===== config.mk =====
export PLATFORM = sky130hd
export DESIGN_NAME = cut_sequencer
export DESIGN_NICKNAME = d
export VERILOG_FILES = /design/src/rtl/cut_sequencer.sv
export SDC_FILE = /design/constraint.sdc
export NUM_CORES = 1
export LEC_CHECK = 0
export CAP_MARGIN = 5
export CORE_MARGIN = 2
export CORE_UTILIZATION = 57
export CTS_CLUSTER_DIAMETER = 100
export DETAILED_ROUTE_END_ITERATION = 7
export PLACE_DENSITY = 0.86
export SYNTH_ARGS = -nofsm -noshare
export SYNTH_HDL_FRONTEND = slang
export SYNTH_SLANG_ARGS = --single-unit

===== constraint.sdc =====
create_clock -name clk -period 4.2 [get_ports clk]
set_clock_uncertainty 0.2 [all_clocks]
set_input_delay 0.63 -clock clk [delete_from_list [all_inputs] [get_ports clk]]
set_output_delay 0.63 -clock clk [all_outputs]
set_load 0.02 [all_outputs]

===== src/rtl/cut_sequencer.sv =====
// cut_sequencer
// Job-level sequencer for the cutting machine. For each piece of a job it
// requests one feed step, waits a fixed idle gap, requests one cut step and
// (between pieces) waits the gap again. Every step is a request/end
// handshake guarded by a watchdog; abort_i cancels a job or clears an error.
//
// Ports
//   clk, rst_n      system clock, synchronous active-low reset
//   start_i         start a job (only honoured in IDLE)
//   abort_i         cancel the running job / clear a watchdog error
//   piece_count_i   pieces to produce, latched at start
//   feed_len_i      feed length per piece, latched at start
//   feed_o          feed request level, feed_len_o carries the length
//   feed_end_i      feed controller done pulse
//   cut_o           cut request level
//   cut_end_i       cut controller done pulse
//   piece_idx_o     pieces completed in the current job
//   busy_o          job in progress
//   done_o          one-cycle pulse when the job completes
//   error_o         watchdog fired, held until abort_i or reset
//
// state   | meaning
// --------+---------------------------------------------------
// S_IDLE  | waiting for start_i
// S_FEED  | feed_o high, waiting for feed_end_i
// S_GAP_F | idle gap between a feed and its cut
// S_CUT   | cut_o high, waiting for cut_end_i
// S_GAP_C | idle gap between a cut and the next feed
// S_ERROR | a step timed out, waiting for abort_i

module cut_sequencer #(
    parameter int CNT_W      = 8,
    parameter int LEN_W      = 16,
    parameter int GAP_CYCLES = 10,
    parameter int TIMEOUT    = 1000000
) (
    input  logic             clk,
    input  logic             rst_n,
    input  logic             start_i,
    input  logic             abort_i,
    input  logic [CNT_W-1:0] piece_count_i,
    input  logic [LEN_W-1:0] feed_len_i,
    output logic             feed_o,
    output logic [LEN_W-1:0] feed_len_o,
    input  logic             feed_end_i,
    output logic             cut_o,
    input  logic             cut_end_i,
    output logic [CNT_W-1:0] piece_idx_o,
    output logic             busy_o,
    output logic             done_o,
    output logic             error_o
);

    // Gap counter is loaded with GAP_CYCLES-1 and runs down to zero.
    localparam int GAP_W = (GAP_CYCLES > 1) ? $clog2(GAP_CYCLES) : 1;
    localparam int WD_W  = $clog2(TIMEOUT + 1);

    localparam logic [GAP_W-1:0] GAP_LOAD = GAP_W'(GAP_CYCLES - 1);
    // Watchdog counts completed cycles of a step; the step expires on the
    // edge that closes its TIMEOUT-th cycle.
    localparam logic [WD_W-1:0]  WD_LAST  = WD_W'(TIMEOUT - 1);
    localparam logic [WD_W-1:0]  WD_MAX   = WD_W'(TIMEOUT);

    typedef enum logic [2:0] {
        S_IDLE,
        S_FEED,
        S_GAP_F,
        S_CUT,
        S_GAP_C,
        S_ERROR
    } state_t;

    state_t           state_q, state_d;
    logic [GAP_W-1:0] gap_q, gap_d;
    logic [WD_W-1:0]  wd_q, wd_d, wd_inc;
    logic [CNT_W-1:0] idx_q, idx_d, idx_inc;
    logic [CNT_W-1:0] count_q, count_d;
    logic [LEN_W-1:0] len_q, len_d;
    logic             done_q, done_d;

    assign wd_inc  = (wd_q == WD_MAX) ? wd_q : wd_q + 1'b1;
    assign idx_inc = idx_q + 1'b1;

    always_ff @(posedge clk) begin
        if (!rst_n) begin
            state_q <= S_IDLE;
            gap_q   <= '0;
            wd_q    <= '0;
            idx_q   <= '0;
            count_q <= '0;
            len_q   <= '0;
            done_q  <= 1'b0;
        end else begin
            state_q <= state_d;
            gap_q   <= gap_d;
            wd_q    <= wd_d;
            idx_q   <= idx_d;
            count_q <= count_d;
            len_q   <= len_d;
            done_q  <= done_d;
        end
    end

    always_comb begin
        state_d = state_q;
        gap_d   = gap_q;
        wd_d    = wd_q;
        idx_d   = idx_q;
        count_d = count_q;
        len_d   = len_q;
        done_d  = 1'b0;

        case (state_q)
            S_IDLE: begin
                if (start_i) begin
                    if (piece_count_i != '0) begin
                        count_d = piece_count_i;
                        len_d   = feed_len_i;
                        idx_d   = '0;
                        wd_d    = '0;
                        state_d = S_FEED;
                    end else begin
                        done_d = 1'b1;
                    end
                end
            end
            S_FEED: begin
                // abort beats the end pulse, the end pulse beats expiry
                if (abort_i) begin
                    state_d = S_IDLE;
                end else if (feed_end_i) begin
                    gap_d   = GAP_LOAD;
                    state_d = S_GAP_F;
                end else if (wd_q == WD_LAST) begin
                    state_d = S_ERROR;
                end else begin
                    wd_d = wd_inc;
                end
            end
            S_GAP_F: begin
                if (abort_i) begin
                    state_d = S_IDLE;
                end else if (gap_q == '0) begin
                    wd_d    = '0;
                    state_d = S_CUT;
                end else begin
                    gap_d = gap_q - 1'b1;
                end
            end
            S_CUT: begin
                if (abort_i) begin
                    state_d = S_IDLE;
                end else if (cut_end_i) begin
                    idx_d = idx_inc;
                    if (idx_inc == count_q) begin
                        done_d  = 1'b1;
                        state_d = S_IDLE;
                    end else begin
                        gap_d   = GAP_LOAD;
                        state_d = S_GAP_C;
                    end
                end else if (wd_q == WD_LAST) begin
                    state_d = S_ERROR;
                end else begin
                    wd_d = wd_inc;
                end
            end
            S_GAP_C: begin
                if (abort_i) begin
                    state_d = S_IDLE;
                end else if (gap_q == '0) begin
                    wd_d    = '0;
                    state_d = S_FEED;
                end else begin
                    gap_d = gap_q - 1'b1;
                end
            end
            S_ERROR: begin
                if (abort_i) begin
                    state_d = S_IDLE;
                end
            end
            default: begin
                state_d = S_IDLE;
            end
        endcase
    end

    assign feed_o      = (state_q == S_FEED);
    assign cut_o       = (state_q == S_CUT);
    assign busy_o      = (state_q == S_FEED) || (state_q == S_GAP_F) ||
                         (state_q == S_CUT)  || (state_q == S_GAP_C);
    assign error_o     = (state_q == S_ERROR);
    assign done_o      = done_q;
    assign feed_len_o  = len_q;
    assign piece_idx_o = idx_q;

endmodule


==> impl_metrics.tcl, run 1 <==
set metrics [dict create \
    cts_setup_buffers 0 \
    ctsResizeCount 0 \
    cpPeakStageDelay_ns 0.64 \
    cp-end-kind "output port" \
    maxSlewViolCount 0 \
    clock-root-buffer "clkbuf_8" \
    wire_per_inst_um 14.6 \
    grt_pass1_wl_um 13200 \
    syn_inst 399 \
    synth_area_per_cell_um2 8.22 \
    dpl.hpwl_um 5320 \
    coreArea_um2 5540 \
    wl_um 7720 \
    r2r_cells 6 \
    crit_end "cut_o" \
    ys_seq_elements 60 \
    cts_hold_buffers 0 \
    drcViolationCount 0 \
    clk_pin_slew_worst_paths_ns 0.07 \
    ys_seq_area_share_pct 36.6 \
    vias_per_cell 5.84 \
    place_congestion 0.843 \
    ys_warn_count 0 \
    antenna_cells 0 \
    combPwrFrac_pct 14.8 \
    synth_area_um2 3280 \
    fill_cells 424 \
    path_cells "nor2b_1 -> nand2_1 -> clkinv_1 -> clkdlybuf4s50_1" \
    max_freq_ghz 0.332 \
    ff2ff_setup_slack_ns 1.60 \
    die_x_um 79.8 \
    ir_worst_vdd_mv 0.377 \
    numCtsBuffers 9 \
    crit_type "reg2out" \
    power_leakage_nw 1.41 \
    cts.sinks 60 \
    drt-initial-drc-count 210 \
    final_util_pct 73.6 \
    netlist.area_leader.share_pct 36.6 \
    rsz0062_at_grt "false" \
    nNetsFinal 486 \
    grt-ovfl-total 0 \
    p_clk_share_pct 41.5 \
    min_period_ns 3.01 \
    async_flop_share_pct 0 \
    max-slew-margin-rel_pct 52.5 \
    hp-class "reg2reg" \
    numPortBuffers 58 \
    synth_common_cells "nand2_1, dfxtp_1, nor2_1" \
    synthTopCellsByArea "dfxtp_1, nand2_1, a21boi_0, nor2_1, nand4_1" \
    setup_viol 0 \
    final_hold_viol_count 0 \
    syn_nets 433 \
    worstPathMaxFanout 15 \
    cap_viol_max_count 0 \
    synth-edff-count 0 \
    hold_slack_ns 0.261 \
    cts_tree "yes" \
    slowest_stage "clkdlybuf4s50_1" \
    synth_top_cell_by_area "dfxtp_1" \
    synth_flop_cell "dfxtp_1" \
    grt_util_all_layers_pct 26.0 \
    dieHeight_um 79.8 \
    worstSetupStartpoint "state_q[0]$_SDFFE_PN0P_" \
    fp.dieArea_um2 6370 \
    finalCritPeriodShare_pct 71.6 \
    antenna_found_initial 0 \
    p_switching_w 0.000358 \
    yosys.cell_types.count 61 \
    grt_pass1_vias 2821 \
    ant_nets 0 \
    grt_max_degree 57 \
    cp.arrival_ns 2.18 \
    cts_htree_levels 3 \
    worstHoldStart "feed_len_o[2]$_SDFFE_PN0P_" \
    clock_latency_ns 0.34 \
    firstDrtPassIters 4 \
    initial_core_util_pct 59.2 \
    drive_above_1_share_pct 8.10 \
    r2r-end "wd_q[10]$_SDFFE_PN0P_" \
    cts_buffer_depth 2 \
    worstReg2RegStart "state_q[1]$_SDFFE_PN0P_" \
    internal_power_w 0.00103 \
    finalSetupTns_ns 0 \
    yosysMostFrequentCell "nand2_1" \
    row_count 27 \
    status "finished clean" \
    ios 59 \
    worst_slew_pin_slew_ns 0.713 \
    p_sw_share_pct 25.7 \
    vias 3087 \
    power_density_nw_per_um2 341 \
    seqPwrFrac_pct 43.7 \
    syn2layout_area_growth_pct 24.4 \
    start_kind "flip-flop" \
    crit_required_ns 3.37 \
]
layer usage:
| layer | share of wire (%) | up-vias | track usage (%) |
|---|---|---|---|
| met5 | 0 | - | 0 |
| met4 | 1.6 | 0 | 8.64 |
| met2 | 50 | 77 | 44.5 |
| met3 | 4.7 | 12 | 5.20 |
| met1 | 44 | 1474 | 32.6 |
| li1 | - | 1524 | - |
registers in the layout (all words and copies together), names as in the netlist:
register	count
gap_q	4
feed_len_o	16
wd_q	20
count_q	8
state_q	3
piece_idx_o	8
done_o	1
logic make-up (layout without fill, tap and decap cells):
| logic type | after synthesis | in the layout | share of synthesized area [%] |
|---|---|---|---|
| mux | 5 | 5 | 1.53 |
| flops | 60 | 60 | 36.6 |
| fa+ha+maj | 4 | 4 | 1.53 |
| xor+xnor | 23 | 23 | 6.14 |
| compound gates | 74 | 74 | 16.2 |
| buf+inv | 31 | 89 | 5.11 |
| simple gates | 202 | 202 | 32.9 |
placed cells by master (no fill, tap or decap), types with 11 or more instances in the layout:
cell type / Yosys / final
dfxtp_1: 60 / 60
nand3_1: 12 / 12
xnor2_1: 11 / 11
o21ai_0: 12 / 12
clkdlybuf4s50_1: 0 / 58
nand2_1: 65 / 65
nor2_1: 32 / 32
a21boi_0: 25 / 25
nand4_1: 19 / 19
xor2_1: 12 / 12
final cells by class:
class / count / area [µm²] / share of cell area, %
Inverter: 10 / 37.5 / 0.920
Tap cell: 72 / 90.1 / 2.21
Sequential cell: 60 / 1200 / 29.4
Clock inverter: 4 / 72.6 / 1.78
Timing Repair Buffer: 63 / 618 / 15.2
Multi-Input combinational cell: 308 / 1910 / 46.9
Clock buffer: 12 / 145 / 3.56
worst min path at each step:
stage	slack [ns]	cells past startpoint	to
after global placement	0.25	2	feed_len_o[14]$_SDFFE_PN0P_
after CTS	0.27	2	feed_len_o[2]$_SDFFE_PN0P_
after global routing	0.28	2	feed_len_o[2]$_SDFFE_PN0P_
after detailed placement	0.26	2	feed_len_o[2]$_SDFFE_PN0P_
final	0.26	2	feed_len_o[2]$_SDFFE_PN0P_
after floorplan	0.25	2	wd_q[19]$_SDFFE_PN0P_
worst max-delay path, delay by kind of cell (launching register included):
kind	cells	cell delay, ns
buffers and inverters	2	0.87
DFF	1	0.59
and+or+nand+nor	2	0.38
power groups by stage:
stage	clock network [W]	logic, W	registers (W)
finish	0.000578	0.000206	0.000607
global route	0.000616	0.000226	0.000610
CTS	0.000588	0.000207	0.000607
detailed placement	0	0.000204	0.000620
global placement	0	0.000201	0.000619
floorplan	0	0.000116	0.000627
through the flow:
| stage | setup WS (ns) | cell area [µm²] | power [W] | instances |
|---|---|---|---|---|
| 2_1_floorplan | 1.85 | 3280 | 0.000744 | 399 |
| 3_3_place_gp | 1.13 | 3860 | 0.000820 | 513 |
| 3_5_place_dp | 1.02 | 3860 | 0.000825 | 513 |
| 4_1_cts | 1.20 | 4080 | 0.00140 | 529 |
| 5_1_grt | 1.05 | 4080 | 0.00145 | 529 |
| 6_report | 1.19 | 4080 | 0.00139 | 529 |
(Power assumes the default switching activity.)
==> inputs of run 2 (changes only) <==
CORE_UTILIZATION = 48   (was 57)
PLACE_DENSITY = 0.77   (was 0.86)
clock period = 2.5 ns   (was 4.2 ns; I/O delays follow)
==> run 2 against run 1 <==
- first-iteration DRC count down 33%
- cell count up 8.1%
- sequential share of layout area down 1.9 points
- die area up 18%
- worst hold slack better by 0.0032 ns
- core utilization down 8.3 points
- count of clock-buffer cells in the layout down 1
- sequential power up 68%
- critical path depth up 3
- power up 64%
==> impl_metrics.tcl, run 2 (same netlist as run 1, synthesis figures left out) <==
set metrics [dict create \
    drt-initial-drc-count 140 \
    final_hold_viol_count 0 \
    setup_viol 0 \
    vias_per_cell 5.58 \
    rsz0062_at_grt "false" \
    hp-class "reg2reg" \
    status "finished clean" \
    place_congestion 0.882 \
    grt-ovfl-total 0 \
    grt_pass1_wl_um 13800 \
    finalCritPeriodShare_pct 94.4 \
    cts_htree_levels 3 \
    maxSlewViolCount 0 \
    ios 59 \
    ant_nets 0 \
    antenna_found_initial 0 \
    cp-end-kind "flip-flop" \
    layout_common_cells "nand2_1, clkdlybuf4s50_1, dfxtp_1, buf_4, nor2_1" \
    start_kind "flip-flop" \
    crit_type "reg2reg" \
    regMostFlops "wd_q" \
    cp.arrival_ns 2.39 \
    worst_slew_pin_slew_ns 0.476 \
    wl_um 8170 \
    die_x_um 86.6 \
    firstDrtPassIters 4 \
    cts.sinks 60 \
    cts_buffer_depth 2 \
    grt_max_degree 56 \
    largest_reg_flops 20 \
    total_power_w 0.00228 \
    syn2layout_area_growth_pct 33.9 \
    finalSetupTns_ns 0 \
    min_period_ns 2.36 \
    cts_tree "yes" \
    ff2ff_setup_slack_ns 0.14 \
    drcViolationCount 0 \
    cap_viol_max_count 0 \
    dieHeight_um 86.6 \
    wire_per_inst_um 14.3 \
    clk_pin_slew_worst_paths_ns 0.07 \
    grt_util_all_layers_pct 23.1 \
    nNetsFinal 521 \
    crit_required_ns 2.53 \
    max_freq_ghz 0.424 \
    ir_worst_vdd_mv 0.278 \
    initial_core_util_pct 48.8 \
    row_count 30 \
    dpl.hpwl_um 5990 \
    final_common_cell "nand2_1" \
    numPortBuffers 58 \
    power_density_nw_per_um2 518 \
    worstPathMaxFanout 6 \
    grt_pass1_vias 2991 \
    power_leakage_nw 1.61 \
    vias 3192 \
    coreArea_um2 6720 \
    numCtsBuffers 9 \
    max-slew-margin-rel_pct 68.0 \
    clock_latency_ns 0.34 \
    fp.dieArea_um2 7510 \
    antenna_cells 0 \
    clock-root-buffer "clkbuf_8" \
    drive_above_1_share_pct 16.3 \
]
## run 2: layer usage
layer	wire (µm)	vias up	track usage [%]	share of wire [%]
li1	-	1596	-	-
met1	3640	1513	28.1	45
met2	4070	69	39.4	50
met3	291	14	4.67	3.6
met4	169	0	9.94	2.1
met5	0	-	0	0
## run 2: where the power goes
part	total, W	internal (W)	switching, W	leakage [nW]
combinational	0.000425	0.000216	0.000209	1.02
sequential	0.00102	0.000990	0.0000263	0.490
clock	0.000834	0.000456	0.000378	0.0931
total	0.00228	0.00166	0.000614	1.61
## run 2: path summary, 6_finish.rpt
path | start | end | cells past startpoint
max reg2reg | piece_idx_o[6]$_SDFFE_PN0P_ | done_o$_SDFF_PN0_ | 7
min | feed_len_o[11]$_SDFFE_PN0P_ | feed_len_o[11]$_SDFFE_PN0P_ | 2
min reg2reg | feed_len_o[11]$_SDFFE_PN0P_ | feed_len_o[11]$_SDFFE_PN0P_ | 2
max | piece_idx_o[6]$_SDFFE_PN0P_ | done_o$_SDFF_PN0_ | 7
## run 2: through the flow
| stage | hold WS, ns | utilization (%) | area [µm²] | worst slack (ns) | std cells |
|---|---|---|---|---|---|
| 3_3_place_gp | 0.251 | 62.1 | 4170 | -0.117 | 556 |
| 2_1_floorplan | 0.249 | - | 3280 | 0.151 | 399 |
| 5_1_grt | 0.292 | 65.3 | 4390 | 0.00860 | 572 |
| 3_5_place_dp | 0.258 | 62.1 | 4170 | -0.154 | 556 |
| 4_1_cts | 0.268 | 64.9 | 4360 | 0.00463 | 572 |
| 6_report | 0.264 | 65.3 | 4390 | 0.139 | 572 |
## run 2: what timing repair did
item | in CTS | in global routing
endpoints found under the setup margin | 2 | 15
buffers inserted | 0 | 0
hold buffers | 0 | 0
pin swaps | 0 | 0
hold endpoints to repair | 0 | 0
gates resized for setup | 3 | 9
## run 2: area by class of cell
type	instances	area (µm²)
well taps	80	100
multi-input cells	308	1940
repair buffers	98	921
fillers	584	2330
flip-flops and latches	60	1210
inverters	10	37.5
clock inverters	5	52.6
clock buffers	11	131
## run 2: critical path, stage by stage (launching register included)
cell	delay (ns)
dfxtp_1	0.46
nand4_1	0.19
or4_1	0.44
and3_4	0.18
a211oi_4	0.29
buf_4	0.16
a22oi_2	0.07
nor4b_2	0.27
==> inputs of run 3 (changes only) <==
CAP_MARGIN = 10   (was 5)
==> results of run 3 <==
Final layout, timing and power as in run 2 (identical DEF).
